==> src/rtl/cond_flag_unit.sv <==
`default_nettype none
// ============================================================================
//  Module   : cond_flag_unit
//  Purpose  : Execute-stage condition/flag unit. Holds the NZCV flags register
//             that feeds the condition checker. Uses the checker's
//             condition-passed result to gate the instruction's flag update,
//             register write, memory write and PC redirect. Registers the
//             gated controls into the Memory stage. Keeps saturating
//             executed/squashed instruction counters.
//  Ports    : clk, rst_n (async, active-low)
//             ValidE, Stall, Flush          - EX instruction status
//             CondE, CondEx                 - condition field / checker result
//             FlagWriteE, ALUFlagsE         - flag update enables / ALU flags
//             RegWriteE, MemWriteE, PCSrcE  - ungated EX controls
//             Flags                         - flags register {Z,C,N,V}
//             BranchTakenE                  - same-cycle PC redirect
//             RegWriteM, MemWriteM, PCSrcM  - registered gated controls
//             UndefErr                      - sticky undefined-condition flag
//             ExecCount, SquashCount        - saturating event counters
//  Revision : 1.0 - initial release
// ============================================================================
module cond_flag_unit #(
    parameter int CNT_W = 16
) (
    input  logic             clk,
    input  logic             rst_n,
    input  logic             ValidE,
    input  logic             Stall,
    input  logic             Flush,
    input  logic [3:0]       CondE,
    input  logic             CondEx,
    input  logic [1:0]       FlagWriteE,
    input  logic [3:0]       ALUFlagsE,
    input  logic             RegWriteE,
    input  logic             MemWriteE,
    input  logic             PCSrcE,
    output logic [3:0]       Flags,
    output logic             BranchTakenE,
    output logic             RegWriteM,
    output logic             MemWriteM,
    output logic             PCSrcM,
    output logic             UndefErr,
    output logic [CNT_W-1:0] ExecCount,
    output logic [CNT_W-1:0] SquashCount
);

    localparam logic [3:0] c_COND_UNDEF = 4'b1111;

    // Flags bit positions within {Z,C,N,V}
    localparam int c_Z = 3;
    localparam int c_C = 2;
    localparam int c_N = 1;
    localparam int c_V = 0;

    logic             w_advance;
    logic             w_undef;
    logic             w_exec;
    logic             w_squash;
    logic [3:0]       w_flags_next;

    logic [3:0]       r_flags;
    logic             r_regwrite_m;
    logic             r_memwrite_m;
    logic             r_pcsrc_m;
    logic             r_undef_err;
    logic [CNT_W-1:0] r_exec_cnt;
    logic [CNT_W-1:0] r_squash_cnt;

    // Flush dominates Stall: either one keeps the instruction from advancing.
    assign w_advance = ValidE & ~Stall & ~Flush;
    assign w_undef   = w_advance & (CondE == c_COND_UNDEF);
    // undef is evaluated first so an unknown CondEx cannot leak into exec
    // when the condition field is undefined (0 && X == 0).
    assign w_exec    = w_advance && !w_undef && CondEx;
    assign w_squash  = w_advance & ~w_exec;

    assign BranchTakenE = w_exec & PCSrcE;

    always_comb begin
        w_flags_next = r_flags;
        if (w_exec && FlagWriteE[1]) begin
            w_flags_next[c_N] = ALUFlagsE[c_N];
            w_flags_next[c_Z] = ALUFlagsE[c_Z];
        end
        if (w_exec && FlagWriteE[0]) begin
            w_flags_next[c_C] = ALUFlagsE[c_C];
            w_flags_next[c_V] = ALUFlagsE[c_V];
        end
    end

    always_ff @(posedge clk or negedge rst_n) begin
        if (!rst_n) begin
            r_flags      <= 4'b0000;
            r_regwrite_m <= 1'b0;
            r_memwrite_m <= 1'b0;
            r_pcsrc_m    <= 1'b0;
            r_undef_err  <= 1'b0;
            r_exec_cnt   <= '0;
            r_squash_cnt <= '0;
        end else begin
            r_flags      <= w_flags_next;
            // Non-executing cycles (stall, flush, fail, undef) insert a bubble.
            r_regwrite_m <= w_exec & RegWriteE;
            r_memwrite_m <= w_exec & MemWriteE;
            r_pcsrc_m    <= w_exec & PCSrcE;
            if (w_undef) begin
                r_undef_err <= 1'b1;
            end
            if (w_exec && (r_exec_cnt != '1)) begin
                r_exec_cnt <= r_exec_cnt + 1'b1;
            end
            if (w_squash && (r_squash_cnt != '1)) begin
                r_squash_cnt <= r_squash_cnt + 1'b1;
            end
        end
    end

    assign Flags       = r_flags;
    assign RegWriteM   = r_regwrite_m;
    assign MemWriteM   = r_memwrite_m;
    assign PCSrcM      = r_pcsrc_m;
    assign UndefErr    = r_undef_err;
    assign ExecCount   = r_exec_cnt;
    assign SquashCount = r_squash_cnt;

endmodule
`default_nettype wire

==> config.mk <==
export PLATFORM = sky130hd
export DESIGN_NAME = cond_flag_unit
export DESIGN_NICKNAME = d
export VERILOG_FILES = /design/src/rtl/cond_flag_unit.sv
export SDC_FILE = /design/constraint.sdc
export NUM_CORES = 1
export LEC_CHECK = 0
export BUFFER_PORTS_ARGS = -buffer_cell sky130_fd_sc_hd__buf_2
export CORE_MARGIN = 4
export CORE_UTILIZATION = 50
export DETAILED_ROUTE_END_ITERATION = 10
export GPL_ROUTABILITY_DRIVEN = 0
export GPL_TIMING_DRIVEN = 0
export PLACE_DENSITY = 0.84
export SLEW_MARGIN = 20
export SYNTH_ARGS = -nofsm -noshare
export SYNTH_HDL_FRONTEND = slang
export SYNTH_SLANG_ARGS = --single-unit
==> constraint.sdc <==
create_clock -name clk -period 3.7 [get_ports clk]
set_input_delay 0.555 -clock clk [delete_from_list [all_inputs] [get_ports clk]]
set_output_delay 0.555 -clock clk [all_outputs]
set_load 0.03 [all_outputs]
* Yosys cells after proc, flatten, opt, wreduce, memory -nomap -nowiden *
Index checks and enable logic that the tools add are counted.

cells by class
  $add $sub $neg = 2
  equal/unequal tests = 3
  bitwise operators = 10
  reduce and logical (&&, ||, !) cells = 7

operators with widths
  kind                                                             count
  16-bit by 1-bit adder with 16-bit output, second input constant  2
  16-bit inequality test, second input constant                    2
  1-bit AND                                                        7
  1-bit logical AND                                                6
  4-bit equality test, second input constant                       1
  1-bit NOT                                                        3
  1-bit zero test                                                  1

storage, ports and cells
  register bits after elaboration = 40
  input bits = 19
  output and inout port bits = 41
  logic and storage cells = 30

* Longest topological paths before layout *
  depth after elaboration = 10
  gate-level depth with buffers = 6
  gate-level depth less buffers = 5

* Worst setup path before layout *
OpenSTA, ideal clock, no wires.

  path kind = flip-flop to flip-flop
  start point = reg r_exec_cnt[0] (netlist: ExecCount[0])
  end point = reg r_exec_cnt[12] (netlist: ExecCount[12])
  library setup time = 0.128 ns
  data arrival time = 1.820 ns
  required time = 3.572 ns
  setup slack = 1.752 ns
  stages on the path, launching flop included = 6
  path buffers = 0
  clock period less this slack = 1.948 ns
  cell sequence = dfrtp_1 > ha_1 > nand4_4 > or2_4 > nor4_4 > mux2_1

between the ends
  longest elaborated chain between the ends = 2
  elaborated cells between the ends (all ways) = 3
  classes of those cells = 1 x add/sub; 1 x eq/ne; 1 x reduce/logical

RTL lines
  item                                                                              RTL line  RTL
  from (decl)                                                                       66        logic [CNT_W-1:0] r_exec_cnt;
  from (signal assigned)                                                            110       r_exec_cnt <= r_exec_cnt + 1'b1;
  branches (longest 2 deep; another with 16-bit by 1-bit adder with 16-bit output)  -

Parallel ways; which one is timed is not known.
A chain may end at the register's enable or synchronous reset.

* Worst setup path in the final report *
  start point = in Stall
  end point = out BranchTakenE

between the ends
  longest elaborated chain between the ends = 8

RTL lines
  item                                RTL line  RTL
  from (decl)                         28        input logic Stall,
  1-bit NOT (*)                       70        assign w_advance = ValidE & ~Stall & ~Flush;
  1-bit AND (*) (2 in a row)          70
  1-bit AND                           71        assign w_undef = w_advance & (CondE == c_COND_UNDEF);
  1-bit zero test                     74        assign w_exec = w_advance && !w_undef && CondEx;
  1-bit logical AND (*) (2 in a row)  74
  1-bit AND (*)                       77        assign BranchTakenE = w_exec & PCSrcE;
  to (decl)                           38        output logic BranchTakenE,

Mark *: on every way between the ends. The rest lies on a longest branch, timed or not.

==> out/metrics.cfg <==
[floorplanning]
dieWidth_um = 71.9
ioPinCount = 60
start_util = 0.537
dieArea_um2 = 5170
rows = 22
design.core.area_um2 = 3800
die_y_um = 71.9

[route]
via_per_inst = 5.50
drt.antenna.violating_nets = 0
firstDrtPassIters = 4
drt_iter0_markers = 97
wl_per_cell_um = 14.5
drc = 0
vias = 1572
wirelength_um = 4150

[finish]
drive_gt1_frac = 0.391
synthToLayoutAreaGrowth_pct = 21.8
fin_area_um2 = 2490
layout.nets = 258
fillers = 316
antenna_cells = 0

[logic_synthesis]
synth_nets = 192
synthTopCellsByArea = dfrtp_1 (49%), xor2_1 (12%), nand4_1 (3.4%)
yosys.area.top_type_share = 0.490
syn-cell-area_um2 = 2040
ys.warnings.count = 0
syn_inst = 171
ys_ff_latch = 40
synth.distinct_cells = 33
syn_avg_cell_area_um2 = 11.9
seq_area_frac_synth = 0.490
yosysTopAreaCell = dfrtp_1

[cts]
hold_buffers = 0
ctsResizeCount = 0
clk_latency_ns = 0.29
clkTransAtPathRegs_ns = 0.08
cts-root-buf = clkbuf_8
numClockSinks = 40
cts-htree-levels = 2
cts_tree = yes
clockBufferDepth = 2
cts_made_buffers = 5
post-cts-setup-buffers = 0

[worst_setup_path]
critPathSlowestCell = nor3b_4
startpoint_type = input port
r2r_slack_ns = 1.87
r2r_cells = 6
cp.arrival_ns = 1.61
worst_ep_required_time_ns = 3.14
crit_fanout = 5
cp_slowest_stage_delay_ns = 0.31
path_common_cell = buf_2
cp-end-kind = output pin
criticalPathCategory = input port to output pin
path_cells = buf_2 -> nor3b_4 -> and3_1 -> and2_1 -> buf_2

[hold_path]
hp-class = input port to async pin

[sta]
post-route-min-period_ns = 2.17
setup_ws_ns = 1.53
tns_ns = 0
worst_pin_slew_ns = 0.863
skew_ns = 0.00767
max_freq_mhz = 461
hold_viol = 0
rsz0062_at_grt = false
slew_headroom = 0.424
maxSlewViolCount = 0
setup_violations = 0
fin_crit_sh = 0.586

[pwr]
leakage_nw = 1.33
powerDensity_nw_per_um2 = 460
vdd_drop_max_mv = 0.304

[placed_design]
place_hpwl_um = 3100
placed_cell_area_um2 = 2400
port_buffers = 59
place_ws_ns = 1.53

[global_route]
grt_pass1_vias = 1533
track_usage = 0.174
grt_pass1_wl_um = 7050
globalRoute.totalOverflow = 0
antenna_found_initial = 0
grt_max_degree = 41

[status]
outcome = finished, final reports clean

[job]
cap_violations = 0

[cell type report]
type | count | area (um^2) | area share
tap | 48 | 60.1 | 0.0242
multi-input combinational | 126 | 997 | 0.401
clock buffer | 8 | 90.1 | 0.0362
buffer | 4 | 38.8 | 0.0156
timing repair buffer | 59 | 295 | 0.119
inverter | 1 | 3.75 | 0.00151
sequential | 40 | 1000 | 0.403
[metrics by stage]
stage,utilization,cells,total power [W],hold slack (ns)
6_report,0.654,286,0.00114,0.378
5_1_grt,0.654,286,0.00120,0.444
4_1_cts,0.654,286,0.00116,0.402
3_5_place_dp,0.631,278,0.000863,0.448
3_3_place_gp,0.631,278,0.000853,0.438
2_1_floorplan,-,171,0.000757,0.259
[placed cells by master, fill, tap and decap left out, types with 5 or more instances in the layout]
cell / n
nor3_1: 11
mux2_2: 6
nand3_1: 9
nand4_1: 11
clkbuf_8: 6
nor4_2: 5
and3_1: 5
buf_2: 60
dfrtp_1: 40
nand2_1: 13
xor2_1: 28
[synthesized netlist by cell type (all sizes together)]
cell / instances
dfrtp: 40
xor2: 28
nand2: 13
nand4: 12
nor3: 11
nand3: 10
nor4: 10
mux2: 8
and3: 5
nor2: 5
nor3b: 5
nor4b: 5
and2: 4
buf: 4
and4: 3
ha: 2
or2: 2
a21o: 1
and4bb: 1
inv: 1
o21ai: 1
[kinds of logic after synthesis]
family | count (synthesis) | share of synthesized area
xor gates and xnor gates | 28 | 0.120
adders and majority gates | 2 | 0.0123
AOI/OAI and AO/OA | 2 | 0.00797
buffers and inverters | 5 | 0.0208
and+or+nand+nor | 86 | 0.302
muxes | 8 | 0.0460
DFF | 40 | 0.490
[worst paths after layout]
path / start / endpoint
worst max-delay path: Stall / BranchTakenE
worst min-delay path: rst_n / ExecCount[9]
worst max register to register: ExecCount[0] / ExecCount[11]
worst min register to register: UndefErr / UndefErr
max in group asynchronous: rst_n / ExecCount[4]
min in group clk: UndefErr / UndefErr
[report_power, final]
part / switching [W] / internal [W]
Sequential: 0.0000670 / 0.000493
Combinational: 0.000187 / 0.000101
Clock: 0.000144 / 0.000152
Total: 0.000398 / 0.000746
[critical path: cells and delay by family]
family / cells / cell delay [ns]
buf+inv: 2 / 0.32
simple gates: 3 / 0.75
[metal layers]
layer | wire (um) | vias up | GRT usage
met1 | 1820 | 765 | 0.227
met5 | 0 | - | 0
li1 | - | 752 | -
met3 | 269 | 4 | 0.0463
met2 | 2010 | 51 | 0.274
met4 | 51 | 0 | 0.0689
[sequential cells by signal, summed over array words and instances, names as in the netlist]
signal,count
SquashCount,16
UndefErr,1
Flags,4
ExecCount,16
MemWriteM,1
PCSrcM,1
RegWriteM,1
(Power assumes the default switching activity.)
